==> src/rtl/alu_unit_pkg.sv <==
// Shared types and op encoding for the integer execution unit, decoder and
// reservation station.
package alu_unit_pkg;

  localparam int DATA_WIDTH = 32;
  localparam int ROB_WIDTH  = 4;
  localparam int OP_WIDTH   = 6;

  typedef logic [DATA_WIDTH-1:0] DATA_TYPE;
  typedef logic [DATA_WIDTH-1:0] ADDR_TYPE;
  typedef logic [ROB_WIDTH-1:0]  ROB_INDEX_TYPE;

  localparam logic TRUE  = 1'b1;
  localparam logic FALSE = 1'b0;

  // Encodings 0 and 30..63 are unused and execute as "unknown op".
  typedef enum logic [OP_WIDTH-1:0] {
    OP_NONE  = 6'd0,
    OP_LUI   = 6'd1,  OP_AUIPC = 6'd2,  OP_JAL   = 6'd3,  OP_JALR  = 6'd4,
    OP_BEQ   = 6'd5,  OP_BNE   = 6'd6,  OP_BLT   = 6'd7,  OP_BGE   = 6'd8,
    OP_BLTU  = 6'd9,  OP_BGEU  = 6'd10,
    OP_ADDI  = 6'd11, OP_SLTI  = 6'd12, OP_SLTIU = 6'd13, OP_XORI  = 6'd14,
    OP_ORI   = 6'd15, OP_ANDI  = 6'd16, OP_SLLI  = 6'd17, OP_SRLI  = 6'd18,
    OP_SRAI  = 6'd19,
    OP_ADD   = 6'd20, OP_SUB   = 6'd21, OP_SLL   = 6'd22, OP_SLT   = 6'd23,
    OP_SLTU  = 6'd24, OP_XOR   = 6'd25, OP_SRL   = 6'd26, OP_SRA   = 6'd27,
    OP_OR    = 6'd28, OP_AND   = 6'd29
  } OPENUM_TYPE;

  function automatic logic usesPcAsA(input logic [OP_WIDTH-1:0] op);
    logic sel;
    sel = (op == OP_AUIPC) || (op == OP_JAL) || (op == OP_JALR);
    return sel;
  endfunction

  function automatic logic usesImmAsB(input logic [OP_WIDTH-1:0] op);
    logic sel;
    case (op)
      OP_LUI, OP_AUIPC, OP_JALR, OP_ADDI, OP_SLTI, OP_SLTIU, OP_XORI,
      OP_ORI, OP_ANDI, OP_SLLI, OP_SRLI, OP_SRAI: sel = TRUE;
      default:                                    sel = FALSE;
    endcase
    return sel;
  endfunction

endpackage

==> src/rtl/alu_branch_cmp.sv <==
// Combinational branch condition evaluator; taken_o is low for non-branch ops.
module alu_branch_cmp
  import alu_unit_pkg::*;
#(
  parameter int DATA_W = 32,
  parameter int OP_W   = 6
) (
  input  logic [DATA_W-1:0] rs1_i,
  input  logic [DATA_W-1:0] rs2_i,
  input  logic [OP_W-1:0]   op_i,
  output logic              taken_o
);

  always_comb begin
    taken_o = FALSE;
    case (op_i)
      OP_BEQ:  taken_o = (rs1_i == rs2_i);
      OP_BNE:  taken_o = (rs1_i != rs2_i);
      OP_BLT:  taken_o = ($signed(rs1_i) <  $signed(rs2_i));
      OP_BGE:  taken_o = ($signed(rs1_i) >= $signed(rs2_i));
      OP_BLTU: taken_o = (rs1_i <  rs2_i);
      OP_BGEU: taken_o = (rs1_i >= rs2_i);
      default: taken_o = FALSE;
    endcase
  end

endmodule

==> src/rtl/alu_unit.sv <==
// Two-stage pipelined RV32I integer execution unit driving the ALU result bus.
// S1 registers the muxed operands, S2 computes and registers the broadcast.
module alu_unit
  import alu_unit_pkg::*;
#(
  parameter int DATA_W = 32,
  parameter int ROB_W  = 4,
  parameter int OP_W   = 6
) (
  input  logic              clk_in,
  input  logic              rst_in,
  input  logic              rdy_in,
  input  logic              clr_in,
  input  logic              rs_to_alu_ready,
  input  logic [OP_W-1:0]   rs_to_alu_op,
  input  logic [DATA_W-1:0] rs_to_alu_rs1,
  input  logic [DATA_W-1:0] rs_to_alu_rs2,
  input  logic [ROB_W-1:0]  rs_to_alu_rob_index,
  input  logic [DATA_W-1:0] rs_to_alu_PC,
  input  logic [DATA_W-1:0] rs_to_alu_imm,
  output logic              alu_ready,
  output logic [DATA_W-1:0] alu_result,
  output logic [ROB_W-1:0]  alu_rob_index,
  output logic              alu_jump,
  output logic [DATA_W-1:0] alu_target_PC
);

  logic              s1Valid_q;
  logic [OP_W-1:0]   s1Op_q;
  logic [ROB_W-1:0]  s1Rob_q;
  logic [DATA_W-1:0] s1Pc_q;
  logic [DATA_W-1:0] s1Imm_q;
  logic [DATA_W-1:0] s1A_q;
  logic [DATA_W-1:0] s1B_q;
  logic [DATA_W-1:0] s1Rs1_q;
  logic [DATA_W-1:0] s1Rs2_q;
  logic [DATA_W-1:0] s1A_d;
  logic [DATA_W-1:0] s1B_d;

  logic              branchTaken;
  logic [DATA_W-1:0] result_d;
  logic              jump_d;
  logic [DATA_W-1:0] target_d;

  logic              s2Ready_q;
  logic [DATA_W-1:0] s2Result_q;
  logic [ROB_W-1:0]  s2Rob_q;
  logic              s2Jump_q;
  logic [DATA_W-1:0] s2Target_q;

  assign s1A_d = usesPcAsA(rs_to_alu_op)  ? rs_to_alu_PC  : rs_to_alu_rs1;
  assign s1B_d = usesImmAsB(rs_to_alu_op) ? rs_to_alu_imm : rs_to_alu_rs2;

  // Flush beats the global stall so a misprediction is never held off.
  always_ff @(posedge clk_in or negedge rst_in) begin
    if (!rst_in) begin
      s1Valid_q <= FALSE;
      s1Op_q    <= '0;
      s1Rob_q   <= '0;
      s1Pc_q    <= '0;
      s1Imm_q   <= '0;
      s1A_q     <= '0;
      s1B_q     <= '0;
      s1Rs1_q   <= '0;
      s1Rs2_q   <= '0;
    end else if (clr_in) begin
      s1Valid_q <= FALSE;
    end else if (rdy_in) begin
      s1Valid_q <= rs_to_alu_ready;
      if (rs_to_alu_ready) begin
        s1Op_q  <= rs_to_alu_op;
        s1Rob_q <= rs_to_alu_rob_index;
        s1Pc_q  <= rs_to_alu_PC;
        s1Imm_q <= rs_to_alu_imm;
        s1A_q   <= s1A_d;
        s1B_q   <= s1B_d;
        s1Rs1_q <= rs_to_alu_rs1;
        s1Rs2_q <= rs_to_alu_rs2;
      end
    end
  end

  alu_branch_cmp #(
    .DATA_W (DATA_W),
    .OP_W   (OP_W)
  ) u_branch_cmp (
    .rs1_i   (s1Rs1_q),
    .rs2_i   (s1Rs2_q),
    .op_i    (s1Op_q),
    .taken_o (branchTaken)
  );

  always_comb begin
    result_d = '0;
    jump_d   = FALSE;
    target_d = s1Pc_q + DATA_W'(4);
    case (s1Op_q)
      OP_LUI:                     result_d = s1Imm_q;
      OP_AUIPC, OP_ADD, OP_ADDI:  result_d = s1A_q + s1B_q;
      OP_SUB:                     result_d = s1A_q - s1B_q;
      OP_SLT, OP_SLTI:
        result_d = {{(DATA_W-1){1'b0}}, ($signed(s1A_q) < $signed(s1B_q))};
      OP_SLTU, OP_SLTIU:
        result_d = {{(DATA_W-1){1'b0}}, (s1A_q < s1B_q)};
      OP_XOR, OP_XORI:            result_d = s1A_q ^ s1B_q;
      OP_OR, OP_ORI:              result_d = s1A_q | s1B_q;
      OP_AND, OP_ANDI:            result_d = s1A_q & s1B_q;
      OP_SLL, OP_SLLI:            result_d = s1A_q << s1B_q[4:0];
      OP_SRL, OP_SRLI:            result_d = s1A_q >> s1B_q[4:0];
      OP_SRA, OP_SRAI:            result_d = $unsigned($signed(s1A_q) >>> s1B_q[4:0]);
      OP_JAL: begin
        result_d = s1A_q + DATA_W'(4);
        jump_d   = TRUE;
        target_d = s1Pc_q + s1Imm_q;
      end
      // JALR's A operand is the PC (link value); the target needs the raw rs1.
      OP_JALR: begin
        result_d = s1A_q + DATA_W'(4);
        jump_d   = TRUE;
        target_d = (s1Rs1_q + s1Imm_q) & ~DATA_W'(1);
      end
      OP_BEQ, OP_BNE, OP_BLT, OP_BGE, OP_BLTU, OP_BGEU: begin
        jump_d = branchTaken;
        if (branchTaken) target_d = s1Pc_q + s1Imm_q;
      end
      default: ;
    endcase
  end

  // Output data only changes with a real result; a flush just drops the valid.
  always_ff @(posedge clk_in or negedge rst_in) begin
    if (!rst_in) begin
      s2Ready_q  <= FALSE;
      s2Result_q <= '0;
      s2Rob_q    <= '0;
      s2Jump_q   <= FALSE;
      s2Target_q <= '0;
    end else if (clr_in) begin
      s2Ready_q <= FALSE;
    end else if (rdy_in) begin
      s2Ready_q <= s1Valid_q;
      if (s1Valid_q) begin
        s2Result_q <= result_d;
        s2Rob_q    <= s1Rob_q;
        s2Jump_q   <= jump_d;
        s2Target_q <= target_d;
      end
    end
  end

  assign alu_ready     = s2Ready_q;
  assign alu_result    = s2Result_q;
  assign alu_rob_index = s2Rob_q;
  assign alu_jump      = s2Jump_q;
  assign alu_target_PC = s2Target_q;

endmodule

==> config.mk <==
export PLATFORM = sky130hd
export DESIGN_NAME = alu_unit
export DESIGN_NICKNAME = d
export VERILOG_FILES = /design/src/rtl/alu_unit_pkg.sv /design/src/rtl/alu_branch_cmp.sv /design/src/rtl/alu_unit.sv
export SDC_FILE = /design/constraint.sdc
export NUM_CORES = 1
export LEC_CHECK = 0
export CAP_MARGIN = 20
export CORE_MARGIN = 10
export CORE_UTILIZATION = 40
export CTS_CLUSTER_SIZE = 16
export DETAILED_ROUTE_END_ITERATION = 7
export GPL_TIMING_DRIVEN = 1
export MAX_ROUTING_LAYER = met4
export PLACE_DENSITY_LB_ADDON = 0.05
export SLEW_MARGIN = 20
export SYNTH_ARGS = -nofsm -noshare
export SYNTH_HDL_FRONTEND = slang
export SYNTH_SLANG_ARGS = --single-unit
==> constraint.sdc <==
create_clock -name clk_in -period 4.5 [get_ports clk_in]
set_clock_uncertainty 0.2 [all_clocks]
set_input_delay 0.45 -clock clk_in [delete_from_list [all_inputs] [get_ports clk_in]]
set_output_delay 0.45 -clock clk_in [all_outputs]
set_load 0.1 [all_outputs]
==> reports/results.txt <==
Across all hold checks on the routed design, the worst slack comes to 0.272 ns. The critical path buffer and inverter count is 1, and the share of the clock period used by the worst path is 95.4%. The min-delay analysis places its worst path in the category flip-flop to flip-flop.

The worst setup slack for register-to-register paths came out at 0.21 ns. The final instance count without filler cells is 3,991, and the measured slew at the worst slew-check pin is 1.05 ns. In this run the critical register-to-register path is launched from s1B_q[15]$_DFFE_PN0P_. Summing over every cut layer, the via total after detailed routing is 24,900. The number of placed instances, taps included, is 3,926.

For the max-slew violation count, the log shows 0. The type of element launching the critical path was a flip-flop. For the finished layout, the period the worst path requires is 4.29 ns. Combinational family with the most area after synthesis: compound AO/OA/AOI/OAI gates. The first-pass GRT wire length was 166,000 um. The run gives 2,825 as the starting DRC count in detailed routing. The area overhead of the layout relative to synthesis was 18.9%. Cells with a size suffix above 1 make up 12.6% of the layout. For the worst setup path, the data arrival time is 4.63 ns. The mux contribution to synthesized area is 14.9%. The critical path in this run is classified as flip-flop to flip-flop. TritonCTS built the clock tree. Counting along the longest clock path gives a buffer depth of 3. The run finished with clean final reports. Entering global routing, the biggest net connects 101 pins.

The highest clock rate was 233 MHz; the top cell type's share of synthesized area was 27.3%. For this design, the sink count on the clock tree is 273. The number of top-level design ports came out at 213.

Once layout is done, the placed cells without fillers occupy 29,700 sq um. The area enclosed by the die boundary is 72,900 sq um. The worst hold path begins at s1Rob_q[2]$_DFFE_PN0P_. The detail route stage leaves a number of antenna-violating nets equal to 0. In this run the mean area of a mapped cell was 8.45 sq um. Of the total synthesized cell area, the portion taken by AND, OR, NAND and NOR gates is 15.2%. Summing the areas of all compound-gate instances in the mapped netlist gives 23.1% of the synthesized area. The number of unique standard cell types used by synthesis was 87; the clock-pin slew of the registers on the worst-case setup and hold paths was 0.07 ns. The total overflow left after global routing is 0. The cell area that synthesis handed to floorplanning was 25,000 sq um.

The initial utilization of the core area, before any placement, comes to 40.5%. The critical path runs through a total of 11 cells. The worst-path cell with the longest stage delay is sky130_fd_sc_hd__or3_1. The logs give 4.84 ns for the worst endpoint required time and 7 for the iteration count of the initial detailed-routing pass. After technology mapping, the gate count stands at 2,959. The tools report the initial antenna violation count as 0. Yosys attributes the largest share of cell area to sky130_fd_sc_hd__dfrtp_1, sky130_fd_sc_hd__ha_1, sky130_fd_sc_hd__mux2_2. For this run, the total global-route usage over all layers was measured as 30.5%. The largest delay contributor family on the critical path was simple AND/OR/NAND/NOR gates.

The count of final hold-check violations is 0. The filler cells instantiated in the layout total 6,043. The detail-routed net length per standard cell works out to 28.2 um. Number of max-capacitance violations reported: 0.

Setup violations remaining at the end of the flow were counted as 0. The die outline width came out at 270 um. Walking the worst path, the cells encountered are inv_1 -> ha_1 -> or3_1 -> or4_1 -> nor3_1 -> o221ai_1 -> a31o_2 -> nand2_1 -> nand2_1 -> o311ai_1 -> a32o_1.

Of the total synthesized cell area, the portion taken by XOR and XNOR cells is 4.03%. The Yosys step of the flow raised 0 warnings. The number of storage elements in the synthesis netlist works out to 273. The clock reaches the later pin of the worst-skew pair after 0.58 ns.

The count of cells resized by post-cts repair was 0. Summing the areas of all fa, ha and maj instances in the mapped netlist gives 10.1% of the synthesized area. The y dimension of the die works out to 270 um.

Top fanout value on the critical path: 10. The run gives 0 as the number of diodes. The run gives 112,000 um as the routed wire length.

For the via count of the first global-routing pass, the log shows 24,500. In this run the power density over the cells is 529 nW/um^2. In this design, the critical path's most frequently occurring cell is sky130_fd_sc_hd__nand2_1.

The floorplan step defined a core boundary enclosing 61,800 sq um. The logs give 29.8% for the headroom to the max-slew limit and 28,500 sq um for the placement-stage cell area. The floorplan has 91 rows.

The biggest area consumer among synthesized cells was sky130_fd_sc_hd__dfrtp_1. For this run, the post-layout net count is 3,470. For the final routed database, the setup TNS stands at 0 ns.

The TritonCTS buffer count is 36. The worst min-delay path endpoint is alu_rob_index[2]$_DFFE_PN0P_. The worst hold path was traced through 2 stages.

The congestion estimate from routability-driven global placement came to 1.00. The worst setup path is captured at a flip-flop. In this run the number of H-tree levels came out at 2.

Capture instance of the worst register-to-register path: alu_result[28]$_DFFE_PN0P_. The number of setup buffers added after CTS is 0. Among all flip-flop cells after synthesis, the most frequent one is sky130_fd_sc_hd__dfrtp_1.

The static leakage power came out at 0.0129 uW. The cell sitting at the root of the clock tree is a sky130_fd_sc_hd__clkbuf_16. During placement, the flow inserted port buffers numbering 212.

Setup repair after global routing left no endpoint under its margin. For this run, asynchronously set or reset flops after synthesis account for 100%. The worst supply voltage drop on vdd is 514 uV, and the half-perimeter wire length of the detailed placement result is 88,400 um. Counting flops with a built-in enable in the synthesized netlist gives 0. The number of nets in the synthesized netlist is 3,301. Summing internal, switching and leakage power gives 15,700 uW. The total DRC errors in the routed layout is 0, and the depth of the most critical reg-to-reg path is 11.

In this design, the stage delay of the slowest critical-path cell is 0.56 ns. Of the synthesized area, sequential elements account for 27.3%. The ratio of routed vias to standard cells is 6.25.
cell usage after synthesis (all sizes together), types with 26 or more instances:
library cell  count
dfrtp           273
inv             152
a21oi           196
ha              195
xnor2            81
o211ai           31
xor2             34
a21o             50
mux4             40
nor2            261
nand2           289
mux2i           124
a221oi           50
a211oi           44
a31oi            26
buf              40
o21ai           238
nor3             51
nand3            72
clkbuf          160
nand4            33
mux2            141
what timing repair did:
action,CTS,global route
hold endpoints to repair,97,0
hold buffers,1,0
setup endpoints to repair,0,0
power by group:
part	leakage, uW	total (uW)	switching, uW	internal [uW]
Clock	0.000613	3100	1250	1850
Combinational	0.00904	8880	5850	3030
Sequential	0.00329	3730	732	3000
flip-flops by register name, summed over array words and instances (netlist names), 4 cells and up:
register       flops
alu_target_PC     32
s1Rs2_q           32
s1B_q             32
alu_rob_index      4
s1Op_q             6
s1Imm_q           32
s1Rob_q            4
alu_result        32
s1Pc_q            32
s1Rs1_q           32
s1A_q             32
worst max-delay path by stage:
stage                                      from                         end  slack, ns
after floorplan            s1B_q[2]$_DFFE_PN0P_  alu_result[31]$_DFFE_PN0P_       0.25
after global placement    s1B_q[15]$_DFFE_PN0P_  alu_result[28]$_DFFE_PN0P_       0.27
after detailed placement  s1B_q[15]$_DFFE_PN0P_  alu_result[28]$_DFFE_PN0P_       0.30
after CTS                 s1B_q[15]$_DFFE_PN0P_  alu_result[28]$_DFFE_PN0P_       0.30
after global routing      s1B_q[15]$_DFFE_PN0P_  alu_result[28]$_DFFE_PN0P_       0.05
final                     s1B_q[15]$_DFFE_PN0P_  alu_result[28]$_DFFE_PN0P_       0.21
per-stage QoR:
stage                     utilization (%)  setup WS [ns]
final                                48.1          0.208
after global placement               46.1          0.274
after CTS                            48.1          0.296
after floorplan                         -          0.252
after global routing                 48.1         0.0516
after detailed placement             46.1          0.296
kinds of logic after synthesis:
family          count (synthesis)
compound gates                873
xor+xnor                      115
fa+ha+maj                     200
buf+inv                       353
flops                         273
mux                           305
simple gates                  840
cells in the final DEF (no fill, tap or decap), drive strengths merged, types with 40 or more instances in the layout:
master / instances
inv: 152
nor2: 261
dfrtp: 273
nand2: 289
xnor2: 81
clkdlybuf4s50: 211
o21ai: 238
a21oi: 196
a21o: 50
ha: 195
a221oi: 50
mux2i: 124
clkbuf: 49
a211oi: 44
nor3: 51
buf: 119
mux2: 141
mux4: 40
nand3: 72
layout make-up:
class,count,area [sq um],share of cell area (%)
multi-input cells,2333,16900,56.8
flip-flops and latches,273,6840,23.0
repair buffers,331,3140,10.5
well taps,837,1050,3.52
clock buffers,49,1030,3.47
inverters,153,574,1.93
clock inverters,15,221,0.745
worst register-to-register path, cell delays in order (launching register included):
cell	delay, ns
sky130_fd_sc_hd__dfrtp_1	0.48
sky130_fd_sc_hd__inv_1	0.11
sky130_fd_sc_hd__ha_1	0.43
sky130_fd_sc_hd__or3_1	0.56
sky130_fd_sc_hd__or4_1	0.56
sky130_fd_sc_hd__nor3_1	0.35
sky130_fd_sc_hd__o221ai_1	0.45
sky130_fd_sc_hd__a31o_2	0.40
sky130_fd_sc_hd__nand2_1	0.12
sky130_fd_sc_hd__nand2_1	0.09
sky130_fd_sc_hd__o311ai_1	0.28
sky130_fd_sc_hd__a32o_1	0.21
routing by layer:
layer / up-vias / routed length (um) / GRT usage, %
met4: 0 / 4740 / 11.5
met2: 1108 / 49500 / 45.6
met5: - / 0 / -
met1: 12400 / 50000 / 41.0
met3: 193 / 8180 / 4.85
li1: 11300 / - / -
Power figures use the tool's default switching activity.
